File: config.mk
export PLATFORM = sky130hd
export DESIGN_NAME = execute_stage
export DESIGN_NICKNAME = d
export VERILOG_FILES = /design/src/rtl/execute_stage.sv
export SDC_FILE = /design/constraint.sdc
export NUM_CORES = 1
export LEC_CHECK = 0
export BUFFER_PORTS_ARGS = -buffer_cell sky130_fd_sc_hd__clkbuf_2
export CAP_MARGIN = 0
export CORE_ASPECT_RATIO = 2
export CORE_MARGIN = 4
export CORE_UTILIZATION = 40
export CTS_BUF_LIST = sky130_fd_sc_hd__clkbuf_2 sky130_fd_sc_hd__clkbuf_4 sky130_fd_sc_hd__clkbuf_8
export DETAILED_ROUTE_END_ITERATION = 7
export PLACE_DENSITY = 0.67
export SETUP_SLACK_MARGIN = 0.2
export SYNTH_ARGS = -nofsm -noshare
export SYNTH_HDL_FRONTEND = slang
export SYNTH_SLANG_ARGS = --single-unit
File: constraint.sdc
create_clock -name clk -period 6.25 [get_ports clk]
set_input_delay 0.3125 -clock clk [delete_from_list [all_inputs] [get_ports clk]]
set_output_delay 0.3125 -clock clk [all_outputs]
set_load 0.01 [all_outputs]
File: src/rtl/execute_stage.sv
// ---------------------------------------------------------------------------
// execute_stage
//
// Execute (EX) stage of the 5-stage RV32I pipeline. It selects operands
// through the forwarding muxes, runs the ALU, resolves branches and jumps
// (returning the redirect to fetch), and holds the EX/MEM pipeline register.
//
// Ports:
//   clk, rst                 clock (rising edge) and synchronous active-low reset
//   stall_m                  hold the EX/MEM register
//   flush_e                  squash the instruction currently in EX
//   ValidE .. PCPlus4E       decoded instruction and operands from ID/EX
//   ForwardAE, ForwardBE     forwarding selects from the hazard unit
//   ResultW                  writeback-stage result for forwarding
//   PCSrcE, PCTargetE        combinational redirect back to fetch
//   ValidM .. PCPlus4M       registered EX/MEM outputs to the memory stage
// ---------------------------------------------------------------------------
module execute_stage #(
    parameter int XLEN = 32
) (
    input  logic            clk,
    input  logic            rst,
    input  logic            stall_m,
    input  logic            flush_e,
    input  logic            ValidE,
    input  logic            RegWriteE,
    input  logic            MemWriteE,
    input  logic [1:0]      ResultSrcE,
    input  logic            BranchE,
    input  logic            JumpE,
    input  logic            ALUSrcE,
    input  logic [2:0]      ALUControlE,
    input  logic [XLEN-1:0] RD1E,
    input  logic [XLEN-1:0] RD2E,
    input  logic [XLEN-1:0] ImmExtE,
    input  logic [XLEN-1:0] PCE,
    input  logic [XLEN-1:0] PCPlus4E,
    input  logic [4:0]      RdE,
    input  logic [1:0]      ForwardAE,
    input  logic [1:0]      ForwardBE,
    input  logic [XLEN-1:0] ResultW,
    output logic            PCSrcE,
    output logic [XLEN-1:0] PCTargetE,
    output logic            ValidM,
    output logic            RegWriteM,
    output logic            MemWriteM,
    output logic [1:0]      ResultSrcM,
    output logic [XLEN-1:0] ALUResultM,
    output logic [XLEN-1:0] WriteDataM,
    output logic [4:0]      RdM,
    output logic [XLEN-1:0] PCPlus4M
);

    // ALU operation encodings produced by the ALU control decoder
    typedef enum logic [2:0] {
        ALU_ADD = 3'b000,
        ALU_SUB = 3'b001,
        ALU_AND = 3'b010,
        ALU_OR  = 3'b011,
        ALU_SLT = 3'b101
    } aluOp_t;

    logic [XLEN-1:0] forwardA;
    logic [XLEN-1:0] forwardB;
    logic [XLEN-1:0] srcA;
    logic [XLEN-1:0] srcB;
    logic [XLEN-1:0] aluResult;
    logic            zeroE;
    logic            bubble;

    // Forwarding muxes: pick the register-file value, the writeback result,
    // or this stage's own registered ALU result. The reserved select 11
    // falls back to the register-file value. When the EX/MEM register is
    // stalled, select 10 naturally sources the held ALUResultM.
    always_comb begin
        forwardA = RD1E;
        forwardB = RD2E;
        case (ForwardAE)
            2'b01:   forwardA = ResultW;
            2'b10:   forwardA = ALUResultM;
            default: forwardA = RD1E;
        endcase
        case (ForwardBE)
            2'b01:   forwardB = ResultW;
            2'b10:   forwardB = ALUResultM;
            default: forwardB = RD2E;
        endcase
    end

    // Operand B is the immediate for I-type/store address math; the store
    // data path always carries the forwarded register value instead.
    assign srcA = forwardA;
    assign srcB = ALUSrcE ? ImmExtE : forwardB;

    // ALU: all arithmetic wraps modulo 2^XLEN. Unused encodings yield zero.
    // slt compares as two's-complement signed values.
    always_comb begin
        aluResult = '0;
        case (ALUControlE)
            ALU_ADD: aluResult = srcA + srcB;
            ALU_SUB: aluResult = srcA - srcB;
            ALU_AND: aluResult = srcA & srcB;
            ALU_OR:  aluResult = srcA | srcB;
            ALU_SLT: aluResult = ($signed(srcA) < $signed(srcB)) ?
                                 {{(XLEN-1){1'b0}}, 1'b1} : '0;
            default: aluResult = '0;
        endcase
    end

    assign zeroE = (aluResult == '0);

    // Branch target is computed every cycle; the redirect fires only when
    // the instruction actually leaves EX, so a stalled branch redirects once.
    assign PCTargetE = PCE + ImmExtE;
    assign PCSrcE    = ValidE & ~flush_e & ~stall_m & ((BranchE & zeroE) | JumpE);

    assign bubble = flush_e | ~ValidE;

    // EX/MEM pipeline register. Priority: reset clears everything, a stall
    // holds everything (even over a flush), a flush or empty slot inserts
    // a zeroed bubble, otherwise the EX results are captured.
    always_ff @(posedge clk) begin
        if (!rst) begin
            ValidM     <= 1'b0;
            RegWriteM  <= 1'b0;
            MemWriteM  <= 1'b0;
            ResultSrcM <= 2'b00;
            ALUResultM <= '0;
            WriteDataM <= '0;
            RdM        <= 5'd0;
            PCPlus4M   <= '0;
        end else if (stall_m) begin
            ValidM     <= ValidM;
            RegWriteM  <= RegWriteM;
            MemWriteM  <= MemWriteM;
            ResultSrcM <= ResultSrcM;
            ALUResultM <= ALUResultM;
            WriteDataM <= WriteDataM;
            RdM        <= RdM;
            PCPlus4M   <= PCPlus4M;
        end else if (bubble) begin
            ValidM     <= 1'b0;
            RegWriteM  <= 1'b0;
            MemWriteM  <= 1'b0;
            ResultSrcM <= 2'b00;
            ALUResultM <= '0;
            WriteDataM <= '0;
            RdM        <= 5'd0;
            PCPlus4M   <= '0;
        end else begin
            ValidM     <= ValidE;
            RegWriteM  <= RegWriteE;
            MemWriteM  <= MemWriteE;
            ResultSrcM <= ResultSrcE;
            ALUResultM <= aluResult;
            WriteDataM <= forwardB;
            RdM        <= RdE;
            PCPlus4M   <= PCPlus4E;
        end
    end

endmodule

Word-level counts from Yosys, hierarchy flattened. Cells that the tools add are included. Widths: inputs -> output; s select.

Register bits after elaboration: 106. Input bits: 216. Output and inout port bits: 139. Word-level logic and storage cells: 46.

Add/sub/neg operators: 3. Order comparisons: 1. Eq/ne operators: 8. Multiplexer cells: 13. Bitwise operators: 11. Reductions and logical operators: 2.

Operators with widths (number): $pmux 32 s5 (1); $mux 32 (4); $pmux 32 s2 (2); $add 32x32->32 (2); $and 32x32->32 (1); $logic_not 32->1 (1); $lt 32x32->1 (1); $or 32x32->32 (1); $sub 32x32->32 (1); $eq 3x2->1 const B (2); $mux 5 (1); $and 1x1->1 (4); $eq 2x1->1 const B (2); $eq 2x2->1 const B (2); $mux 1 (4); $eq 3x1->1 const B (1); $eq 3x3->1 const B (1); $logic_not 3->1 (1); $not 1->1 (3); $mux 2 (1); $or 1x1->1 (2).

Logic depth before layout (Yosys ltp). Gate-level depths: netlist (run 1).

Depth after elaboration: 10. Depth in mapped cells: 22. Gate-level depth less buffers: 21.

Least setup slack after synthesis (run 1). No wires, ideal clock.

Path type: input to output. From: input port ForwardBE[0]. To: output port PCSrcE. Data arrival time: 4751 ps. Required time: 5938 ps. Path slack: 1187 ps. Cell stages on the path: 21. Buffers on the path: 3. Cell sequence: inv_1 ha_1 clkbuf_1 buf_1 nor2_1 a21oi_1 o21ai_0 ha_1 clkbuf_1 inv_1 o31a_1 or2_2 nand2_1 o2bb2ai_1 or4b_2 a32oi_1 xnor2_1 o22ai_1 a2111oi_1 nand4_1 o31ai_2.

Word-level cells in the longest chain between the ends: 10. Elaborated cells on any way between the ends: 15. Those cells by class: 2 x add/sub; 1 x order compare; 2 x eq/ne; 4 x mux; 5 x bitwise; 1 x reduce/logical.

Ends and longest elaborated chain: start: declaration (RTL line 40) `input logic [1:0] ForwardBE,`; $eq 2x2->1 / $eq 2x1->1 (equally long branches) (RTL line 83) `case (ForwardBE)`; $pmux 32 s2 (*) (RTL line 83); $mux 32 (*) (RTL line 93) `assign srcB = ALUSrcE ? ImmExtE : forwardB;`; $lt 32x32->1 (RTL line 104) `ALU_SLT: aluResult = ($signed(srcA) < $signed(srcB)) ?`; $mux 1 (RTL line 104); $pmux 32 s5 (*) (RTL line 99) `case (ALUControlE)`; $logic_not 32->1 (*) (RTL line 110) `assign zeroE = (aluResult == '0);`; $and 1x1->1 (*) (RTL line 115) `assign PCSrcE = ValidE & ~flush_e & ~stall_m & ((BranchE & zeroE) | JumpE);`; $or 1x1->1 (*) (RTL line 115); $and 1x1->1 (*) (RTL line 115); end: declaration (RTL line 42) `output logic PCSrcE,`.

Mark *: on every way between the ends. The rest lies on a longest branch, timed or not.

Final worst setup path (run 1).
From: input port ForwardBE[1]. To: output port PCSrcE.

Same word-level chain as after synthesis.

==> results of run 1 <==
[worst paths after layout]
| kind | end | slack (ns) |
|---|---|---|
| hold / removal | RdM[0]$_SDFFE_PN0N_ | 0.14 |
| setup / recovery | PCSrcE | 0.37 |
| setup reg to reg | ALUResultM[30]$_SDFFE_PN0N_ | 1.47 |
| hold reg to reg | ValidM$_SDFFE_PN0N_ | 0.51 |
[placed cells by master, fill, tap and decap left out, drive strengths merged, types with 11 or more instances in the layout]
cell      n
nor3     17
a211oi   20
clkbuf  362
buf      46
a21o     23
xnor2    45
nor4     11
nor2b    72
nand4    12
dfxtp   106
o21a     13
o21ai   163
inv     124
o211ai   24
a21oi   125
o31ai    11
and2     47
ha      145
nor2    106
nand3    16
nand2   181
a22oi   121
nand2b   15
[report_power, final]
group	leakage [uW]	switching, uW	internal, uW
sequential	0.000858	14.6	691
clock	0.0000951	291	156
combinational	0.00565	879	516
total	0.00660	1180	1360
[logic make-up after synthesis]
logic type,after synthesis
compound gates,602
xor+xnor,55
fa+ha+maj,148
buf+inv,233
flops,106
mux,9
simple gates,515
[layer usage]
| metal | up-vias | global-route usage (%) | part of all wire (%) |
|---|---|---|---|
| met3 | 184 | 5.09 | 6.6 |
| met4 | 0 | 20.5 | 7.6 |
| met1 | 6549 | 37.1 | 36 |
| met5 | - | 0 | 0 |
| li1 | 6527 | - | - |
| met2 | 712 | 57.2 | 50 |
[layout make-up]
| cell class | count | area [um2] |
|---|---|---|
| flip-flops and latches | 106 | 2120 |
| clock buffers | 9 | 124 |
| diodes | 1 | 2.50 |
| well taps | 364 | 455 |
| fillers | 3103 | 15300 |
| multi-input cells | 1329 | 8980 |
| repair buffers | 399 | 2110 |
| inverters | 121 | 454 |
| clock inverters | 7 | 70.1 |
[per-stage QoR]
| step | cell area [um2] | std cells | total power, uW |
|---|---|---|---|
| 2_1_floorplan | 12000 | 1668 | 1600 |
| 3_3_place_gp | 14100 | 2319 | 2070 |
| 3_5_place_dp | 14100 | 2319 | 2080 |
| 4_1_cts | 14300 | 2335 | 2530 |
| 5_1_grt | 14300 | 2336 | 2690 |
| 6_report | 14300 | 2336 | 2550 |
[flip-flops by register name, indices dropped and copies added (netlist names)]
| signal | cells |
|---|---|
| RegWriteM | 1 |
| WriteDataM | 32 |
| ResultSrcM | 2 |
| PCPlus4M | 32 |
| MemWriteM | 1 |
| ValidM | 1 |
| RdM | 5 |
| ALUResultM | 32 |
[worst min-delay path, delay by kind of cell]
kind                   cells  cell delay (ns)
and+or+nand+nor            1             0.09
buffers and inverters      1             0.07
AOI/OAI and AO/OA          1             0.05
[what timing repair did]
| action | in CTS | in global routing |
|---|---|---|
| setup endpoints to repair | 0 | 1 |
| gates resized for setup | 0 | 8 |
| hold buffers | 0 | 0 |
| endpoints found under the hold margin | 0 | 0 |
==> results by group, run 1 <==
STA
  – Setup repair after global routing missed its margin: no
  – Worst relative slew slack: 37.5%
  – Maximum frequency from static timing analysis: between 150 and 200 MHz
  – Final worst-path setup slack: about 0.37 ns
  – Post-route fraction of the period consumed by the critical path: 94.1%
  – Worst setup skew after layout: about 0.019 ns
  – Final setup violating endpoints: 0
  – Final min period: ~6 ns
  – Transition time at the pin with the least slew margin: 0.933 ns
  – Count of final hold-check violations: 0
  – Final total negative setup slack: 0 ns
  – Worst hold margin: around 0.14 ns
  – Number of max-slew violations in the final report: 0

Drt
  – Starting DRC count in detailed routing: roughly 1200
  – Drt pass-1 iters: 8
  – Remaining antenna violation count: 0
  – DRC errors left: 0
  – DR vias: between 10000 and 15000
  – Per-cell via count in the routed design: 5.98
  – Drt total wl: between 50000 and 60000 um
  – Routed wirelength normalized by instance count: roughly 24 um

Logic synthesis
  – Top cells by count, synth: nand2_1 (180), o21ai_0 (159), ha_1 (145), a21oi_1 (125), a22oi_1 (121)
  – Number of instances in the synthesized netlist: roughly 1700
  – Primary flip-flop cell chosen by synthesis mapping: dfxtp_1
  – Cell type with the largest total area after synthesis: dfxtp_1
  – Number of enable flip-flop cells after synthesis: 0
  – Count of different cell masters after synthesis: just under 90
  – FF+latch count, synth: 106
  – Post-synthesis xor/xnor area fraction: under 10%
  – Avg Cell Area, Syn: 7.22 um2
  – Synthesized cell area: ~12000 um2
  – Total nets after synthesis: ~2000
  – Largest family of logic cells by synthesized area: compound AO/OA/AOI/OAI gates
  – Async set-or-reset flop fraction in the synthesized netlist: 0%
  – Synthesized-area fraction occupied by adder cells: approximately 16%
  – Top cell type's share of synthesized area: 17.6%
  – Most frequently used cell type in the post-synthesis netlist: nand2_1
  – Share of the yosys chip area belonging to registers: between 15 and 20%
  – Fraction of the mapped netlist area in simple logic gates: between 20% and 30%
  – Cells taking the most area after synthesis: dfxtp_1 (18%), ha_1 (15%), a22oi_1 (7.5%), o21ai_0 (6.6%), nand2_1 (5.6%)
  – Compound-cell area share of the yosys netlist: about a third
  – Count of yosys warnings during synthesis: 0
  – Multiplexer area fraction after synthesis: less than 1%

Final layout
  – Layout Utilization: between 40% and 50%
  – Area growth from synthesis to final layout: 18.9%
  – Proportion of layout cells with a drive suffix above 1: 22.8%
  – Count of nets after finishing: roughly 2300

Clock network
  – Number of buffers inserted during clock tree synthesis: 9
  – Clock root cell: clkbuf_8
  – Post-CTS setup repair buffer count: 0
  – Maximum buffer depth of the clock tree: 2
  – Insertion delay to the later sink of the worst-skew pair: between 0.4 and 0.5 ns
  – Clock transition time at the flip-flop clock pins of the worst setup and hold paths: about 0.12 ns
  – H-Tree Depth: 3
  – Clock net sink count: approximately 110
  – Clock tree from TritonCTS: built

Power
  – Worst voltage drop across the vdd grid: between 150 and 200 uV
  – Power Density: 178 nW/um2
  – Static leakage power: 0.00660 uW

Global routing
  – Tot GR Track Use: between 30% and 40%
  – Global-route congestion overflow total: 0
  – Number of antenna violations at the first check in global routing: 1
  – First-pass GRT wire length: 83700 um
  – Pin count of the biggest net entering global routing: 60
  – Vias in the first global route: ~14000

Die
  – Die extent in x: 131 um
  – Die Height: between 200 and 300 um
  – Ports placed on the boundary: approximately 360
  – Total Die Area: 33100 um2
  – Initial Util: 40.6%
  – Placement Rows: 89
  – Area of the core: approximately 30000 um2

Place
  – HPWL after detailed placement: between 40000 and 50000 um
  – Gpl congestion: between 1 and 1.5
  – Post-placement setup slack: 0.272 ns
  – Buffers on Ports: roughly 350

Critical path
  – Crit-path max cell delay: between 0.5 and 0.6 ns
  – Crit path launch: ForwardBE[1]
  – WP data required: around 5.9 ns
  – Worst Path Arrival: 5.57 ns
  – Ordered list of cells on the worst path: clkbuf_2, inv_1, ha_1, buf_4, a22oi_1, nor2_1, a21oi_1, o21ai_0, ha_1, or3_4, a311oi_4, nand2b_1, a2111oi_1, a311oi_2, nand4_1, or4b_1, or4_1, a211oi_2, and4bb_1, nand4_1, o31ai_2, clkbuf_2
  – Cell family with most CP delay: simple AND/OR/NAND/NOR gates
  – Buf/Inv on CP: 4
  – Setup CP Type: input pin to primary output
  – Crit. End Element: primary output
  – Element type at the critical path start: input pin
  – Critical path peak fanout: 15
  – Number of logic stages on the critical path including buffering: 22
  – Slowest CP cell: or4b_1
  – Worst r2r src: ALUResultM[9]$_SDFFE_PN0N_
  – Worst r2r path cells: 18

Min path
  – Worst Min Path Start: RdE[0]
  – WHS Path Cells: 3
  – Worst hold path class: input pin to flip-flop

Run
  – Count of max-cap constraint violations: 0

Run status
  – Result of the run: complete, no violations
Note: power is estimated with default switching activity, not from simulation.
==> run 2: changes to the inputs <==
- CORE_ASPECT_RATIO: 2 -> unset
- clock period: 6.25 -> 7.2 ns (I/O delays scaled with it)
==> results by group, run 2 (same netlist as run 1, synthesis figures left out) <==
Run status
  – Result of the run: complete, no violations

Critical path
  – Critical path peak fanout: 32
  – Setup CP Type: input pin to primary output
  – Element type at the critical path start: input pin
  – Worst Path Arrival: between 6 and 7 ns
  – Crit. End Element: primary output
  – WP data required: between 6 and 7 ns
  – Setup slack of the most critical reg-to-reg path: ~1.9 ns

Drt
  – DRC errors left: 0
  – Remaining antenna violation count: 0
  – Drt pass-1 iters: 8
  – Routed wirelength normalized by instance count: roughly 22 um
  – Per-cell via count in the routed design: 5.92
  – DR vias: about 14000
  – Starting DRC count in detailed routing: ~1500
  – Drt total wl: between 50000 and 60000 um

Global routing
  – Pin count of the biggest net entering global routing: about 110
  – Number of antenna violations at the first check in global routing: 0
  – Tot GR Track Use: between 30% and 40%
  – Global-route congestion overflow total: 0
  – First-pass GRT wire length: ~80000 um
  – Vias in the first global route: approximately 13000

Clock network
  – Maximum buffer depth of the clock tree: 2
  – Insertion delay to the later sink of the worst-skew pair: approximately 0.42 ns
  – Post-CTS setup repair buffer count: 0
  – H-Tree Depth: 3
  – Clock transition time at the flip-flop clock pins of the worst setup and hold paths: between 0.1 and 0.15 ns
  – Gates resized, CTS repair: 0
  – Clock tree from TritonCTS: built
  – Clock net sink count: 106
  – Clock root cell: clkbuf_8
  – Post-cts hold buffer count: 0
  – Number of buffers inserted during clock tree synthesis: 9

Final layout
  – Multi-input combinational cell area: 8950 um2
  – Most common cell after layout, fill and taps aside: clkbuf_2
  – Most used cells in the layout excluding fill and tap cells: clkbuf_2 (353), nand2_1 (180), o21ai_0 (159)
  – Sequential cell area in the final layout: roughly 2100 um2
  – Area growth from synthesis to final layout: 17.4%
  – Fill cell total of the finished layout: around 3100
  – Proportion of layout cells with a drive suffix above 1: 21.7%
  – Antenna Diode Count: 0
  – Top flop regs: ALUResultM x32, PCPlus4M x32, WriteDataM x32
  – Count of nets after finishing: around 2300

Die
  – Total Die Area: 32900 um2
  – Die extent in x: 181 um
  – Initial Util: around two fifths
  – Die Height: between 150 and 200 um
  – Ports placed on the boundary: 355
  – Area of the core: 29600 um2
  – Placement Rows: 63

Min path
  – Worst hold path class: input pin to flip-flop

Power
  – Static leakage power: approximately 0.0065 uW
  – Power Density: between 150 and 200 nW/um2
  – Worst voltage drop across the vdd grid: about 120 uV

STA
  – Final min period: roughly 6.5 ns
  – Number of max-slew violations in the final report: 0
  – Worst setup skew after layout: around 0.020 ns
  – Maximum frequency from static timing analysis: 154 MHz
  – Transition time at the pin with the least slew margin: about 1.3 ns
  – Worst relative slew slack: 15.1%
  – Final total negative setup slack: 0 ns
  – Final setup violating endpoints: 0
  – Post-route fraction of the period consumed by the critical path: approximately nine tenths
  – Count of final hold-check violations: 0
  – Final worst-path setup slack: 0.695 ns
  – Setup repair after global routing missed its margin: no

Place
  – Post-placement setup slack: a little under 0.9 ns
  – Gpl congestion: 1.01
  – Buffers on Ports: ~350
  – HPWL after detailed placement: ~42000 um

Run
  – Count of max-cap constraint violations: 0
[run 2: changes by cell type in the layout (fill, tap and decap cells not counted), sizes merged]
cell / before / now
inv: 124 / 126
diode: 1 / 0
buf: 46 / 21
clkinv: 3 / 1
[run 2: cell type report]
type	instances	area share (%)
repair buffers	374	13.6
flip-flops and latches	106	15.0
inverters	121	3.21
clock inverters	7	0.531
multi-input cells	1329	63.3
clock buffers	9	0.876
well taps	390	3.45
[run 2: report_power, final]
part	switching (uW)	internal, uW
Sequential	12.1	600
Clock	274	140
Combinational	745	427
[run 2: critical path: stages]
cell,delay (ns)
clkbuf_2,0.10
inv_1,0.06
ha_2,0.60
a22oi_1,0.20
nor2_1,0.13
a21oi_1,0.06
o21ai_0,0.65
ha_1,0.48
and2b_4,0.24
a311oi_4,0.34
nand2b_1,0.19
a2111oi_1,0.09
a311oi_2,0.37
nand4_1,0.22
or4b_1,0.56
or4_1,0.53
a211oi_2,0.24
and4bb_1,0.24
nand4_1,0.10
o31ai_2,0.20
clkbuf_2,0.18
[run 2: metrics by stage]
stage                     total power, uW  instance area (um2)  std cells  util [%]  hold slack (ns)
after global routing                 2320                14100       2336      47.7            0.173
final                                2200                14100       2336      47.7            0.182
after floorplan                      1390                12000       1668         -            0.497
after global placement               1760                13900       2320      47.0            0.465
after detailed placement             1760                13900       2320      47.0            0.477
after CTS                            2170                14100       2336      47.7            0.163
[run 2: final timing paths]
path / to / depth (start not counted) / from
max: PCSrcE / 21 / ForwardBE[0]
min: RdM[2]$_SDFFE_PN0N_ / 3 / RdE[2]
max reg2reg: ALUResultM[30]$_SDFFE_PN0N_ / 19 / ALUResultM[0]$_SDFFE_PN0N_
min reg2reg: ValidM$_SDFFE_PN0N_ / 2 / ValidM$_SDFFE_PN0N_
[run 2: routing by layer]
layer / vias up / track usage [%] / share of wire, %
met4: 0 / 6.96 / 2.3
li1: 6488 / - / -
met5: - / 0 / 0
met3: 81 / 7.77 / 11
met1: 6495 / 42.6 / 43
met2: 760 / 46.6 / 44
==> run 3: changes to the inputs <==
- PLACE_DENSITY: 0.67 -> unset
==> results by group, run 3 (same netlist as run 1, synthesis figures left out) <==
Run status
  – Result of the run: complete, no violations

Global routing
  – Number of antenna violations at the first check in global routing: 3
  – Global-route congestion overflow total: 0
  – Vias in the first global route: around 13000
  – Tot GR Track Use: between 30 and 40%
  – First-pass GRT wire length: 79800 um
  – Pin count of the biggest net entering global routing: 107

Clock network
  – Clock tree from TritonCTS: built
  – Insertion delay to the later sink of the worst-skew pair: 0.42 ns
  – Clock transition time at the flip-flop clock pins of the worst setup and hold paths: roughly 0.14 ns
  – Number of buffers inserted during clock tree synthesis: 9
  – Maximum buffer depth of the clock tree: 2
  – Clock root cell: clkbuf_8
  – Gates resized, CTS repair: 0
  – H-Tree Depth: 3
  – Clock net sink count: around 110
  – Post-CTS setup repair buffer count: 0
  – Post-cts hold buffer count: 0

STA
  – Worst hold margin: around 0.19 ns
  – Maximum frequency from static timing analysis: roughly 160 MHz
  – Final setup violating endpoints: 0
  – Number of max-slew violations in the final report: 0
  – Final min period: roughly 6.4 ns
  – Count of final hold-check violations: 0
  – Transition time at the pin with the least slew margin: between 1 and 1.5 ns
  – Worst setup skew after layout: 0.0198 ns
  – Final total negative setup slack: 0 ns
  – Worst relative slew slack: roughly a quarter
  – Post-route fraction of the period consumed by the critical path: a little under 90%
  – Setup repair after global routing missed its margin: no
  – Final worst-path setup slack: 0.782 ns

Final layout
  – Multi-input combinational cell area: 8950 um2
  – Fill cell total of the finished layout: 3144
  – Sequential cell area in the final layout: ~2100 um2
  – Layout Utilization: between 40% and 50%
  – Area growth from synthesis to final layout: 17.6%
  – Top flop regs: ALUResultM x32, PCPlus4M x32, WriteDataM x32
  – Proportion of layout cells with a drive suffix above 1: a little over a fifth
  – Count of nets after finishing: between 2000 and 2500
  – Most used cells in the layout excluding fill and tap cells: clkbuf_2 (353), nand2_1 (180), o21ai_0 (159)
  – Most common cell after layout, fill and taps aside: clkbuf_2

Critical path
  – Critical path peak fanout: 42
  – Worst r2r src: ALUResultM[7]$_SDFFE_PN0N_
  – Crit path launch: ForwardBE[0]
  – Crit. End Element: primary output
  – Setup CP Type: input pin to primary output
  – WP data required: between 6 and 7 ns
  – Element type at the critical path start: input pin
  – Worst Path Arrival: ~6 ns

Drt
  – Starting DRC count in detailed routing: 1607
  – DRC errors left: 0
  – Drt total wl: between 50000 and 60000 um
  – Drt pass-1 iters: 6
  – DR vias: between 10000 and 15000
  – Per-cell via count in the routed design: between 5 and 6
  – Remaining antenna violation count: 0
  – Routed wirelength normalized by instance count: approximately 23 um

Power
  – Worst voltage drop across the vdd grid: just under 90 uV
  – Static leakage power: 0.00648 uW
  – Power Density: about 160 nW/um2
  – Design Power: around 2200 uW

Place
  – Gpl congestion: a little under 1
  – Buffers on Ports: ~350
  – Post-placement setup slack: approximately 0.9 ns
  – HPWL after detailed placement: roughly 43000 um

Min path
  – Worst hold path class: input pin to flip-flop
  – Worst Min Path Start: PCPlus4E[16]

Die
  – Die Height: 181 um
  – Area of the core: 29600 um2
  – Total Die Area: about 33000 um2
  – Placement Rows: between 60 and 70
  – Die extent in x: 181 um
  – Initial Util: between 40% and 50%
  – Ports placed on the boundary: 355

Run
  – Count of max-cap constraint violations: 0
run 3: changes by cell type in the layout (fill, tap and decap cells not counted):
cell        previous run  this run
diode_2                0         2
ha_1                 144       143
clkinvlp_4             1         0
ha_2                   1         2
clkinv_8               0         2
inv_8                  3         2
run 3: path summary, 6_finish.rpt:
| check | endpoint | slack (ns) | cells past startpoint |
|---|---|---|---|
| hold reg to reg | ValidM$_SDFFE_PN0N_ | 0.49 | 2 |
| setup / recovery | PCSrcE | 0.78 | 20 |
| setup reg to reg | ALUResultM[30]$_SDFFE_PN0N_ | 2.01 | 17 |
| hold / removal | PCPlus4M[16]$_SDFFE_PN0N_ | 0.19 | 3 |
run 3: per-layer routing:
metal,up-vias,routed length [um],global-route usage [%]
li1,6476,-,-
met1,6551,23700,44.1
met2,752,23100,46.7
met3,80,5610,8.09
met4,4,1030,5.91
met5,-,26,0
run 3: power breakdown:
group	internal [uW]	switching (uW)
combinational	427	744
sequential	600	12.3
clock	144	289
total	1170	1050
run 3: through the flow:
stage | cell area [um2] | instances
after global routing | 14200 | 2337
after floorplan | 12000 | 1668
final | 14200 | 2338
after global placement | 13900 | 2320
after detailed placement | 13900 | 2320
after CTS | 14200 | 2336
run 3: area by class of cell:
type	count	area share, %
clock buffers	9	0.875
flip-flops and latches	106	15.0
repair buffers	374	13.6
clock inverters	7	0.627
diodes	2	0.0354
multi-input cells	1329	63.2
well taps	390	3.45
inverters	121	3.21
run 3: worst max-delay path, cell delays in order:
cell and delay (ns):
clkbuf_2 0.10, inv_1 0.04, ha_2 0.56, buf_4 0.45, a21oi_1 0.14, o21ai_0 0.53, ha_1 0.47, a21oi_1 0.48
o31ai_1 0.26, a2111oi_0 0.45, a2bb2oi_1 0.28, o21ai_0 0.18, nand3_1 0.20, o2bb2ai_1 0.16, xnor2_1 0.17, o21ai_0 0.19
a2111oi_1 0.39, nand4_1 0.21, o31ai_2 0.21, clkbuf_2 0.18
